`config.mk`:
```
export PLATFORM = sky130hd
export DESIGN_NAME = dz_frame_sel
export DESIGN_NICKNAME = d
export VERILOG_FILES = /design/src/rtl/dz_pkg.sv /design/src/rtl/dz_lfsr.sv /design/src/rtl/dz_frame_sel.sv
export SDC_FILE = /design/constraint.sdc
export NUM_CORES = 1
export LEC_CHECK = 0
export ABC_AREA = 0
export CAP_MARGIN = 25
export CELL_PAD_IN_SITES_DETAIL_PLACEMENT = 0
export CELL_PAD_IN_SITES_GLOBAL_PLACEMENT = 1
export CORE_AREA = 2 2 55 57
export DETAILED_ROUTE_END_ITERATION = 6
export DIE_AREA = 0 0 57 59
export DONT_BUFFER_PORTS = 1
export GPL_ROUTABILITY_DRIVEN = 0
export PLACE_DENSITY_LB_ADDON = 0.25
export SETUP_SLACK_MARGIN = 0.1
export SYNTH_ARGS = -nofsm -noshare
export SYNTH_HDL_FRONTEND = slang
export SYNTH_SLANG_ARGS = --single-unit
```
`constraint.sdc`:
```
create_clock -name clk -period 1.9 [get_ports clk]
set_input_delay 0.19 -clock clk [delete_from_list [all_inputs] [get_ports clk]]
set_output_delay 0.19 -clock clk [all_outputs]
set_load 0.01 [all_outputs]
```
`src/rtl/dz_pkg.sv`:
```
// Shared types and default constants for the dot-matrix frame selector.
package dz_pkg;

    typedef enum logic [2:0] {
        ST_IDLE   = 3'd0,
        ST_SHOW   = 3'd1,
        ST_SPIN   = 3'd2,
        ST_LOCKED = 3'd3,
        ST_FAIL   = 3'd4
    } dz_state_e;

    // Column-drive and status flags, registered together as one payload.
    typedef struct packed {
        logic red_en;
        logic grn_en;
        logic img_valid;
        logic spinning;
    } dz_flags_t;

    localparam int unsigned DEF_HATCH_CODE  = 16;
    localparam int unsigned DEF_ANIMAL_BASE = 8;
    localparam int unsigned DEF_LFSR_W      = 8;

    // Right-shifting Galois mask for x^8+x^6+x^5+x^4+1.
    localparam logic [7:0] DEF_LFSR_TAPS = 8'hB8;
    localparam logic [7:0] DEF_SEED      = 8'hA5;

endpackage : dz_pkg

```
`src/rtl/dz_lfsr.sv`:
```
// Free-running right-shifting Galois LFSR; reloads SEED on reset.
module dz_lfsr #(
    parameter int unsigned W    = 8,
    parameter logic [W-1:0] TAPS = 8'hB8,
    parameter logic [W-1:0] SEED = 8'hA5
) (
    input  logic         clk,
    input  logic         rst_n,
    output logic [W-1:0] state_o
);

    logic [W-1:0] state_q;
    logic [W-1:0] state_d;

    always_comb begin
        state_d = (state_q >> 1) ^ (state_q[0] ? TAPS : '0);
    end

    always_ff @(posedge clk or negedge rst_n) begin
        if (!rst_n) begin
            state_q <= SEED;
        end else begin
            state_q <= state_d;
        end
    end

    assign state_o = state_q;

endmodule : dz_lfsr

```
`src/rtl/dz_frame_sel.sv`:
```
// Maps game stage codes to dot-matrix frame indices, with a timed animal
// spin on the hatch code and a green recolour while the game is failed.
module dz_frame_sel
    import dz_pkg::*;
#(
    parameter int unsigned NUM_W       = 5,
    parameter int unsigned IDX_W       = 4,
    parameter int unsigned STAGE_SHIFT = 1,
    parameter int unsigned HATCH_CODE  = DEF_HATCH_CODE,
    parameter int unsigned ANIMAL_BASE = DEF_ANIMAL_BASE,
    parameter int unsigned N_ANIMALS   = 4,
    parameter int unsigned SPIN_STEPS  = 8,
    parameter int unsigned HOLD_CYC    = 4,
    parameter int unsigned LFSR_W      = DEF_LFSR_W,
    parameter logic [LFSR_W-1:0] SEED      = LFSR_W'(DEF_SEED),
    parameter logic [LFSR_W-1:0] LFSR_TAPS = LFSR_W'(DEF_LFSR_TAPS),
    localparam int unsigned ANIM_W = (N_ANIMALS > 1) ? $clog2(N_ANIMALS) : 1
) (
    input  logic              clk,
    input  logic              rst_n,
    input  logic              load_i,
    input  logic [NUM_W-1:0]  dz_num_i,
    input  logic              fail_i,
    output logic [IDX_W-1:0]  img_idx_o,
    output logic              red_en_o,
    output logic              grn_en_o,
    output logic              img_valid_o,
    output logic              spinning_o,
    output logic [ANIM_W-1:0] animal_o
);

    localparam int unsigned STEP_W = $clog2(SPIN_STEPS + 1);
    localparam int unsigned HOLD_W = (HOLD_CYC > 1) ? $clog2(HOLD_CYC) : 1;

    localparam logic [NUM_W-1:0]  HATCH_V   = NUM_W'(HATCH_CODE);
    localparam logic [IDX_W-1:0]  BASE_V    = IDX_W'(ANIMAL_BASE);
    localparam logic [STEP_W-1:0] STEPS_V   = STEP_W'(SPIN_STEPS);
    localparam logic [STEP_W-1:0] STEP_MASK = STEP_W'(N_ANIMALS - 1);
    localparam logic [HOLD_W-1:0] HOLD_LAST = HOLD_W'(HOLD_CYC - 1);
    localparam logic [LFSR_W-1:0] ANIM_MASK = LFSR_W'(N_ANIMALS - 1);

    dz_state_e         state_q,  state_d;
    logic [IDX_W-1:0]  idx_q,    idx_d;
    dz_flags_t         flags_q,  flags_d;
    logic [ANIM_W-1:0] animal_q, animal_d;
    logic [STEP_W-1:0] step_q,   step_d;
    logic [HOLD_W-1:0] hold_q,   hold_d;

    logic [STEP_W-1:0] step_inc;
    logic [LFSR_W-1:0] lfsr_q;
    logic [ANIM_W-1:0] lfsr_pick;
    logic              is_stage;
    logic              is_hatch;

    dz_lfsr #(
        .W    (LFSR_W),
        .TAPS (LFSR_TAPS),
        .SEED (SEED)
    ) u_lfsr (
        .clk     (clk),
        .rst_n   (rst_n),
        .state_o (lfsr_q)
    );

    // Codes above the hatch code fall through both decodes and are ignored.
    assign is_stage  = load_i && (dz_num_i <  HATCH_V);
    assign is_hatch  = load_i && (dz_num_i == HATCH_V);
    assign step_inc  = step_q + STEP_W'(1);
    assign lfsr_pick = ANIM_W'(lfsr_q & ANIM_MASK);

    always_ff @(posedge clk or negedge rst_n) begin
        if (!rst_n) begin
            state_q  <= ST_IDLE;
            idx_q    <= '0;
            flags_q  <= '0;
            animal_q <= '0;
            step_q   <= '0;
            hold_q   <= '0;
        end else begin
            state_q  <= state_d;
            idx_q    <= idx_d;
            flags_q  <= flags_d;
            animal_q <= animal_d;
            step_q   <= step_d;
            hold_q   <= hold_d;
        end
    end

    always_comb begin
        state_d  = state_q;
        idx_d    = idx_q;
        flags_d  = flags_q;
        animal_d = animal_q;
        step_d   = step_q;
        hold_d   = hold_q;

        if (fail_i) begin
            // Freeze on the current frame and recolour it green.
            state_d           = ST_FAIL;
            flags_d.red_en    = 1'b0;
            flags_d.grn_en    = 1'b1;
            flags_d.img_valid = 1'b1;
            flags_d.spinning  = 1'b0;
        end else if (state_q == ST_FAIL) begin
            state_d  = ST_IDLE;
            idx_d    = '0;
            flags_d  = '0;
            animal_d = '0;
            step_d   = '0;
            hold_d   = '0;
        end else if (is_stage) begin
            state_d           = ST_SHOW;
            idx_d             = IDX_W'(dz_num_i >> STAGE_SHIFT);
            flags_d.red_en    = 1'b1;
            flags_d.grn_en    = 1'b0;
            flags_d.img_valid = 1'b1;
            flags_d.spinning  = 1'b0;
            step_d            = '0;
            hold_d            = '0;
        end else if (is_hatch) begin
            state_d           = ST_SPIN;
            idx_d             = BASE_V;
            flags_d.red_en    = 1'b1;
            flags_d.grn_en    = 1'b0;
            flags_d.img_valid = 1'b0;
            flags_d.spinning  = 1'b1;
            step_d            = '0;
            hold_d            = '0;
        end else if (state_q == ST_SPIN) begin
            if (hold_q == HOLD_LAST) begin
                hold_d = '0;
                step_d = step_inc;
                if (step_inc == STEPS_V) begin
                    // Spin finished: lock onto the LFSR-chosen animal.
                    state_d           = ST_LOCKED;
                    animal_d          = lfsr_pick;
                    idx_d             = BASE_V + IDX_W'(lfsr_pick);
                    flags_d.spinning  = 1'b0;
                    flags_d.img_valid = 1'b1;
                end else begin
                    idx_d = BASE_V + IDX_W'(step_inc & STEP_MASK);
                end
            end else begin
                hold_d = hold_q + HOLD_W'(1);
            end
        end
    end

    assign img_idx_o   = idx_q;
    assign red_en_o    = flags_q.red_en;
    assign grn_en_o    = flags_q.grn_en;
    assign img_valid_o = flags_q.img_valid;
    assign spinning_o  = flags_q.spinning;
    assign animal_o    = animal_q;

endmodule : dz_frame_sel
```
==> reports/metrics.yaml, run 1 <==
outcome:
  status: "completed"
cells_and_area:
  stdcell_area_um2: 1420
  num-nets-final: 131
  syn_to_final_growth_pct: 10.84
  drive_above_1_share_pct: 18.49
  antenna_cells: 0
  final_util_pct: 52.40
clock_tree:
  hold_buffers: 3
  cts_resized: 0
  cts-root-buf: "clkbuf_4"
  htree_num_levels: 1
  clockBufferDepth: 2
  cts_sinks: 27
  postCtsSetupBuffers: 0
  numCtsBuffers: 3
  cts.reportedPaths.clkPinSlew_ps: 150
  clk_latency_ps: 320
  cts_tree: "yes"
synthesis:
  yosysTopAreaCellShare_pct: 44.92
  synthTopCellsByArea: "dfrtp_1, dfstp_2, mux2i_1"
  syn-cell-area_um2: 1281
  synth-edff-count: 0
  yosysMostFrequentCell: "dfrtp_1"
  ys_seq_area_share_pct: 53.12
  synth_ff_type: "dfrtp_1"
  synth_area_leader_cell: "dfrtp_1"
  yosys_warnings: 0
  synth-seq-cells: 27
  yosysUniqueCellTypes: 40
  async_flop_share_pct: 100.0
  synth_commonest_cells: "dfrtp_1, inv_1, nand3_1"
  syn_nets: 120
  synthCells: 109
  syn_area_per_cell_um2: 11.75
placement:
  dpl-instance-area_um2: 1339
  dp_hpwl_um: 1721
  io_buffers: 0
die:
  die_w_um: 57
  ios: 19
  core_region_area_um2: 2710
  fp-row-count: 19
  initial_core_util_pct: 47.28
  die_y_um: 59
  dieArea_um2: 3363
routing:
  routed_wl_um: 2411
  wl_per_cell_um: 16.07
  first_pass_iters: 4
  vias: 860
  ant_nets: 0
  drc_errors: 0
  dr.first_iter.drc_count: 42
  viasPerCell: 5.733
global_routing:
  grt_max_degree: 28
  grt_pass1_vias: 867
  grt_pass1_wl_um: 3946
  grt_use_total_pct: 15.68
  grt_antenna_before_repair: 0
  gr-total-overflow: 0
worst_setup_path:
  reg2reg_from: "state_q[1]"
  r2r_setup_slack_ps: 240
  reg2reg_depth: 4
  critPathKind: "reg -> reg"
  cp-start-kind: "flop"
  critPathArrivalTime_ps: 1890
  crit_fanout: 6
  rr_endpoint: "img_idx_o[2]"
  required_ps: 2130
  endpoint_kind: "flop"
timing:
  whs_ps: 36.39
  setup_tns_ps: 0
  slew_viol_final: 0
  period_minus_slack_ps: 1656
  worst_pin_slew_ps: 444.3
  setup_viol_count_final: 0
  hold_violations: 0
  fmax_mhz: 603.7
  fin_crit_sh_pct: 87.18
  rsz0062_at_grt: "false"
  slew_headroom_pct: 70.28
  fin_skew_ps: 1.391
worst_hold_path:
  holdPathEnd: "step_q[2]"
  whs_path_depth: 2
  hp-class: "in -> reg"
  min_from: "fail_i"
power:
  p_leak_nw: 0.6514
  powerDensity_nw_per_um2: 756.9
  max-vdd-ir-drop_mv: 0.4975
flow_run:
  drv_cap: 0
-- worst max-delay path, stage by stage, from the launching register on --
cell and delay (ps):
dfrtp_1 470, nor3b_4 320, a21oi_2 140, a21oi_4 300, mux2_4 330
-- per-layer routing --
metal | share of wire, % | routed length [um] | up-vias | GRT usage, %
met1 | 49 | 1177 | 424 | 21.03
met5 | 0 | 0 | - | 0
li1 | - | - | 414 | -
met2 | 45 | 1089 | 20 | 25.29
met4 | 0.71 | 17 | 0 | 5.980
met3 | 5.2 | 126 | 2 | 3.275
-- cells in the final DEF (no fill, tap or decap), drive strengths merged --
master       instances
nor3                 2
nand2                6
ha                   2
mux2i                5
a21o                 3
a211oi               1
and3                 2
a21boi               1
xnor2                1
dfstp                4
o2111ai              1
nor3b                2
nand4                1
buf                  4
a31oi                1
dfrtp               23
xor2                 3
dlygate4sd3          3
o21bai               1
and3b                1
o21a                 1
a21oi                5
o221ai               2
o41ai                2
inv                  9
mux2                 2
nor2                 6
and4bb               1
nor2b                1
clkbuf               3
and2                 1
a22o                 2
nand3                7
nand2b               1
nor4                 1
o22a                 1
o21ai                7
-- cell families (layout without fill, tap and decap cells) --
kind of cell,Yosys count,in the layout,synth area share (%)
fa+ha+maj,2,2,1.953
simple gates,32,32,14.36
xor+xnor,4,4,2.735
buf+inv,9,19,2.637
flops,27,27,53.12
compound gates,28,28,18.95
mux,7,7,6.250
-- worst max-delay path by stage --
stage / slack, ps / startpoint / to
5_1_grt: 140 / hold_q[0] / state_q[0]
6_report: 240 / state_q[1] / img_idx_o[2]
3_3_place_gp: 240 / state_q[1] / img_idx_o[3]
2_1_floorplan: 310 / state_q[1] / img_idx_o[2]
4_1_cts: 220 / state_q[1] / img_idx_o[3]
3_5_place_dp: 270 / state_q[1] / img_idx_o[3]
-- flip-flops by register name, summed over array words and instances, names as in the netlist, 2 cells and up --
signal          count
animal_o            2
hold_q              2
img_idx_o           4
state_q             3
step_q              4
u_lfsr.state_o      8
-- layout make-up --
cell class	instances	area [um^2]
clock buffers	3	22.52
flip-flops and latches	27	680.7
repair buffers	7	72.57
fillers	258	1290
well taps	31	38.79
multi-input cells	73	566.8
clock inverters	1	8.758
inverters	8	30.03
-- stage by stage --
step / worst slack, ps / instances / power [mW]
after floorplan: 314.6 / 109 / 0.7683
after global placement: 243.8 / 142 / 0.8044
after detailed placement: 267.8 / 142 / 0.8042
after CTS: 221.4 / 149 / 1.086
after global routing: 140.0 / 150 / 1.130
final: 243.6 / 150 / 1.075
-- report_power, final --
| group | leakage (nW) | internal (mW) | total, mW | switching [mW] |
|---|---|---|---|---|
| logic | 0.287 | 0.0804 | 0.162 | 0.0815 |
| clock network | 0.0183 | 0.0857 | 0.259 | 0.173 |
| registers | 0.346 | 0.609 | 0.654 | 0.0450 |
| total | 0.651 | 0.775 | 1.07 | 0.299 |
Power figures use the tool's default switching activity.
==> run 2, diff against run 1 <==
==> constraint.sdc (replaced) <==
create_clock -name clk -period 1.9 [get_ports clk]
set_input_delay 0.095 -clock clk [delete_from_list [all_inputs] [get_ports clk]]
set_output_delay 0.095 -clock clk [all_outputs]
set_load 0.01 [all_outputs]
==> run 2 against run 1 <==
Effect of this change:
- critical path depth rose by 1
- non-clock buffer count rose by 2
- die area did not move
- largest cell class unchanged
- count of clock-buffer cells in the layout did not move
- register-to-register slack got worse by 30 ps
- largest power group unchanged
- flip-flop and latch count did not move
==> reports/metrics.yaml, run 2 (synthesis gave the netlist of run 1 again) <==
outcome:
  status: "completed"
timing:
  setup_tns_ps: 0  # unchanged
  fin_skew_ps: 2.409  # +1.018 ps
  slew_headroom_pct: 61.85  # -8.4 points
  slew_viol_final: 0  # unchanged
  setup_viol_count_final: 0  # unchanged
  period_minus_slack_ps: 1683  # +26.46 ps
  fmax_mhz: 594.2  # -1.6%
  rsz0062_at_grt: "false"
  hold_violations: 0  # unchanged
  fin_crit_sh_pct: 88.57  # +1.4 points
  worst_pin_slew_ps: 570.4  # +126.1 ps
clock_tree:
  clockBufferDepth: 2  # unchanged
  clk_latency_ps: 320  # about the same
  cts_sinks: 27  # unchanged
  cts.reportedPaths.clkPinSlew_ps: 140  # about the same
  cts_tree: "yes"
  cts-root-buf: "clkbuf_4"
  htree_num_levels: 1  # unchanged
  numCtsBuffers: 3  # unchanged
placement:
  io_buffers: 0  # unchanged
  dp_hpwl_um: 1836  # +6.7%
cells_and_area:
  largest_register_ff_count: 8  # unchanged
  n_fill_cell: 256  # -0.78%
  num-nets-final: 133  # +1.5%
  final_common_cell: "dfrtp_1"
  layout_common_cells: "dfrtp_1, inv_1, nand3_1"
  syn_to_final_growth_pct: 12.60
  antenna_cells: 0  # unchanged
  drive_above_1_share_pct: 19.01  # +0.52 points
power:
  finalPower_mw: 1.072  # -0.31%
  p_leak_nw: 0.6616  # +1.6%
  powerDensity_nw_per_um2: 742.8  # -1.9%
  max-vdd-ir-drop_mv: 0.4855  # -2.4%
worst_setup_path:
  critPathKind: "reg -> reg"
  cp_slowest_cell: "dfrtp_1"
  endpoint_kind: "flop"
  cp-start-kind: "flop"
  required_ps: 2140  # about the same
  path_buf_inv: 1  # +1
  crit_fanout: 10  # +4
  critical-path-top-delay-family: "compound AO/OA/AOI/OAI gates"
  critPathArrivalTime_ps: 1920  # +30 ps
  crit_chain: "nor3b_4 > buf_4 > a211oi_4 > nand2_1 > o221ai_1"
  slowest_delay_ps: 450  # -20 ps
global_routing:
  gr-total-overflow: 0  # unchanged
  grt_max_degree: 28  # unchanged
  grt_antenna_before_repair: 0  # unchanged
  grt_pass1_wl_um: 4505  # +14%
  grt_pass1_vias: 949  # +9.5%
  grt_use_total_pct: 17.63  # +1.9 points
flow_run:
  drv_cap: 0  # unchanged
die:
  die_y_um: 59  # unchanged
  ios: 19  # unchanged
  fp-row-count: 19  # unchanged
  dieArea_um2: 3363  # unchanged
  initial_core_util_pct: 47.28  # unchanged
  die_w_um: 57  # unchanged
  core_region_area_um2: 2710  # unchanged
routing:
  wl_per_cell_um: 16.74  # +4.1%
  drc_errors: 0  # unchanged
  dr.first_iter.drc_count: 28  # -33%
  vias: 884  # +2.8%
  first_pass_iters: 4  # unchanged
  ant_nets: 0  # unchanged
  viasPerCell: 5.816  # +1.4%
  routed_wl_um: 2544  # +5.5%
worst_hold_path:
  hp-class: "in -> reg"
run 2: cell types whose count changed in the layout (fill, tap and decap cells not counted), sizes merged:
cell	delta
clkinv	+1
dlygate4sd3	+2
inv	-1
run 2: where the power goes:
group | internal, mW | leakage (nW) | switching [mW]
registers | 0.609 | 0.346 | 0.0442
logic | 0.0866 | 0.298 | 0.0857
clock network | 0.0788 | 0.0177 | 0.167
run 2: metal layers:
layer | global-route usage, % | vias up | wire, um
li1 | - | 415 | -
met1 | 24.79 | 448 | 1209
met2 | 28.24 | 19 | 1181
met3 | 3.275 | 2 | 135
met4 | 4.983 | 0 | 17
met5 | 0 | - | 0
run 2: final cells by class:
cell class | instances | area (um^2) | area share (%)
clock buffers | 3 | 22.52 | 1.561
clock inverters | 1 | 5.005 | 0.3469
inverters | 8 | 30.03 | 2.082
multi-input cells | 73 | 573.1 | 39.72
flip-flops and latches | 27 | 680.7 | 47.18
well taps | 31 | 38.79 | 2.689
repair buffers | 9 | 92.59 | 6.418
run 2: path summary, 6_finish.rpt:
| check | slack [ps] | end | depth (start not counted) | from |
|---|---|---|---|---|
| worst max-delay path | 220 | img_idx_o[0] | 5 | state_q[2] |
| min in group asynchronous | 190 | grn_en_o | 2 | rst_n |
| worst min-delay path | 4 | animal_o[1] | 2 | fail_i |
| worst min register to register | 380 | u_lfsr.state_o[2] | 0 | u_lfsr.state_o[3] |
| max in group asynchronous | 1490 | u_lfsr.state_o[0] | 2 | rst_n |
| worst max register to register | 220 | img_idx_o[0] | 5 | state_q[2] |
run 2: repair_timing:
action / in CTS / in global routing
setup buffers: 0 / 1
hold endpoints to repair: 41 / 0
gates resized for setup: 0 / 1
hold buffers: 6 / 0
setup endpoints to repair: 0 / 2
run 2: stage by stage:
step	instance area, um^2	cells	setup WS [ps]	utilization, %	hold slack, ps
after detailed placement	1331	141	221.8	49.12	-199.7
after global placement	1331	141	231.3	49.12	-199.7
after global routing	1443	152	128.8	53.23	12.60
after floorplan	1281	109	314.6	-	-200.6
final	1443	152	217.1	53.23	4.295
after CTS	1429	151	168.2	52.72	2.136
==> run 3, diff against run 2 <==
--- a/config.mk
+++ b/config.mk
@@ -14,6 +14,7 @@
 export DIE_AREA = 0 0 57 59
 export DONT_BUFFER_PORTS = 1
 export GPL_ROUTABILITY_DRIVEN = 0
+export GPL_TIMING_DRIVEN = 0
 export PLACE_DENSITY_LB_ADDON = 0.25
 export SETUP_SLACK_MARGIN = 0.1
 export SYNTH_ARGS = -nofsm -noshare
==> run 3 against run 2 <==
Effect of this change:
- count of clock-buffer cells in the layout stayed put
- cell count is 0.66% lower
- via count is 3.3% lower
- register-to-register slack hardly changed
- critical path type unchanged
- sequential share of layout area is 0.21 points higher
- cell area is 0.43% lower
- critical endpoint unchanged
- die area stayed put
- combinational power is 3% lower
- clock power hardly changed
- global-route usage is 0.68 points lower
- clock skew is 2.9 ps higher
==> reports/metrics.yaml, run 3 (synthesis gave the netlist of run 1 again) <==
worst_setup_path:
  required_ps: 2140  # about the same
  critPathKind: "reg -> reg"
  reg2reg_from: "state_q[2]"
  path_buf_inv: 1  # unchanged
  reg2reg_depth: 5  # unchanged
  rr_endpoint: "img_idx_o[0]"
  cp-start-kind: "flop"
  r2r_setup_slack_ps: 220  # about the same
  critPathArrivalTime_ps: 1910  # about the same
  crit_fanout: 10  # unchanged
  cp_slowest_cell: "dfrtp_1"
  critical-path-top-delay-family: "compound AO/OA/AOI/OAI gates"
  crit_chain: "nor3b_4 > buf_4 > a211oi_4 > nand2_1 > o221ai_1"
  endpoint_kind: "flop"
  slowest_delay_ps: 460  # about the same
cells_and_area:
  final_util_pct: 53.00  # -0.23 points
  final_common_cell: "dfrtp_1"
  layout_common_cells: "dfrtp_1, inv_1, nand3_1"
  num-nets-final: 132  # -0.75%
  antenna_cells: 0  # unchanged
  stdcell_area_um2: 1436  # -0.43%
  drive_above_1_share_pct: 18.33  # -0.67 points
  syn_to_final_growth_pct: 12.11
  largest_register_ff_count: 8  # unchanged
die:
  die_y_um: 59  # unchanged
  fp-row-count: 19  # unchanged
  core_region_area_um2: 2710  # unchanged
  initial_core_util_pct: 47.28  # unchanged
  dieArea_um2: 3363  # unchanged
  ios: 19  # unchanged
  die_w_um: 57  # unchanged
placement:
  io_buffers: 0  # unchanged
  dpl-instance-area_um2: 1320  # -0.85%
  dp_hpwl_um: 1738  # -5.3%
power:
  powerDensity_nw_per_um2: 740.5  # -0.30%
  max-vdd-ir-drop_mv: 0.6022  # +24%
  p_leak_nw: 0.6518  # -1.5%
  finalPower_mw: 1.064  # -0.73%
global_routing:
  grt_max_degree: 28  # unchanged
  busiest_layer: "met2"
  gr-usage-met1_pct: 22.27  # -2.5 points
  grt_pass1_vias: 896  # -5.6%
  gr-total-overflow: 0  # unchanged
  grt_pass1_wl_um: 4298  # -4.6%
  use_met3_pct: 4.367  # +1.1 points
  grt_antenna_before_repair: 0  # unchanged
  grt.met2_usage_pct: 26.93  # -1.3 points
  grt_use_total_pct: 16.95  # -0.68 points
timing:
  fmax_mhz: 596.5  # +0.39%
  period_minus_slack_ps: 1676  # -6.507 ps
  whs_ps: 28.48  # +24.19 ps
  slew_headroom_pct: 68.64  # +6.8 points
  fin_skew_ps: 5.328  # +2.919 ps
  rsz0062_at_grt: "false"
  slew_viol_final: 0  # unchanged
  setup_viol_count_final: 0  # unchanged
  worst_pin_slew_ps: 470.3  # -100.1 ps
  fin_crit_sh_pct: 88.23  # -0.34 points
  setup_tns_ps: 0  # unchanged
  hold_violations: 0  # unchanged
clock_tree:
  cts_tree: "yes"
  cts.reportedPaths.clkPinSlew_ps: 140  # about the same
  numCtsBuffers: 3  # unchanged
  clockBufferDepth: 2  # unchanged
  cts_sinks: 27  # unchanged
  clk_latency_ps: 320  # about the same
  cts-root-buf: "clkbuf_4"
  htree_num_levels: 1  # unchanged
worst_hold_path:
  holdPathEnd: "hold_q[1]"
  whs_path_depth: 3  # +1
  hp-class: "in -> reg"
  min_from: "load_i"
routing:
  routed_wl_um: 2568  # +0.94%
  drc_errors: 0  # unchanged
  viasPerCell: 5.662  # -2.6%
  ant_nets: 0  # unchanged
  dr.first_iter.drc_count: 51  # +82%
  first_pass_iters: 4  # unchanged
  vias: 855  # -3.3%
  wl_per_cell_um: 17.01  # +1.6%
outcome:
  status: "completed"
flow_run:
  drv_cap: 0  # unchanged
run 3: cell type report:
type,instances,area [um^2]
Clock buffer,3,22.52
Clock inverter,1,5.005
Inverter,8,30.03
Multi-Input combinational cell,73,578.1
Timing Repair Buffer,7,77.57
Buffer,1,3.754
Sequential cell,27,680.7
Tap cell,31,38.79
Fill cell,264,1274
run 3: tightest hold or removal path, cell delays in order:
cell and delay [ps]:
a211oi_4 80, nand3_1 80, o21ai_0 70
run 3: metal layers:
metal	wire length [um]	vias up
li1	-	417
met1	1191	404
met2	1176	32
met3	182	2
met4	17	0
met5	0	-
run 3: worst max path at each step:
stage | depth (start not counted) | startpoint | end
2_1_floorplan | 4 | state_q[1] | img_idx_o[2]
3_3_place_gp | 4 | state_q[1] | img_idx_o[3]
3_5_place_dp | 4 | state_q[1] | img_idx_o[2]
4_1_cts | 5 | state_q[2] | img_idx_o[0]
5_1_grt | 5 | state_q[2] | img_idx_o[0]
6_report | 5 | state_q[2] | img_idx_o[0]
run 3: per-stage QoR:
step                std cells  setup WS (ps)
floorplan                 109          314.6
global placement          140          103.2
detailed placement        140          104.7
CTS                       151          159.0
global route              151          121.9
finish                    151          223.7
run 3: report_power, final:
group	internal (mW)	switching [mW]	total (mW)
Clock	0.0789	0.165	0.244
Combinational	0.0808	0.0857	0.167
Sequential	0.609	0.0439	0.653
Total	0.769	0.295	1.06
run 3: timing repair:
item | in CTS | in global routing
setup endpoints to repair | 2 | 4
gates resized for setup | 1 | 1
hold buffers | 6 | 0
setup buffers | 1 | 0
endpoints found under the hold margin | 37 | 0
pin swaps | 1 | 1
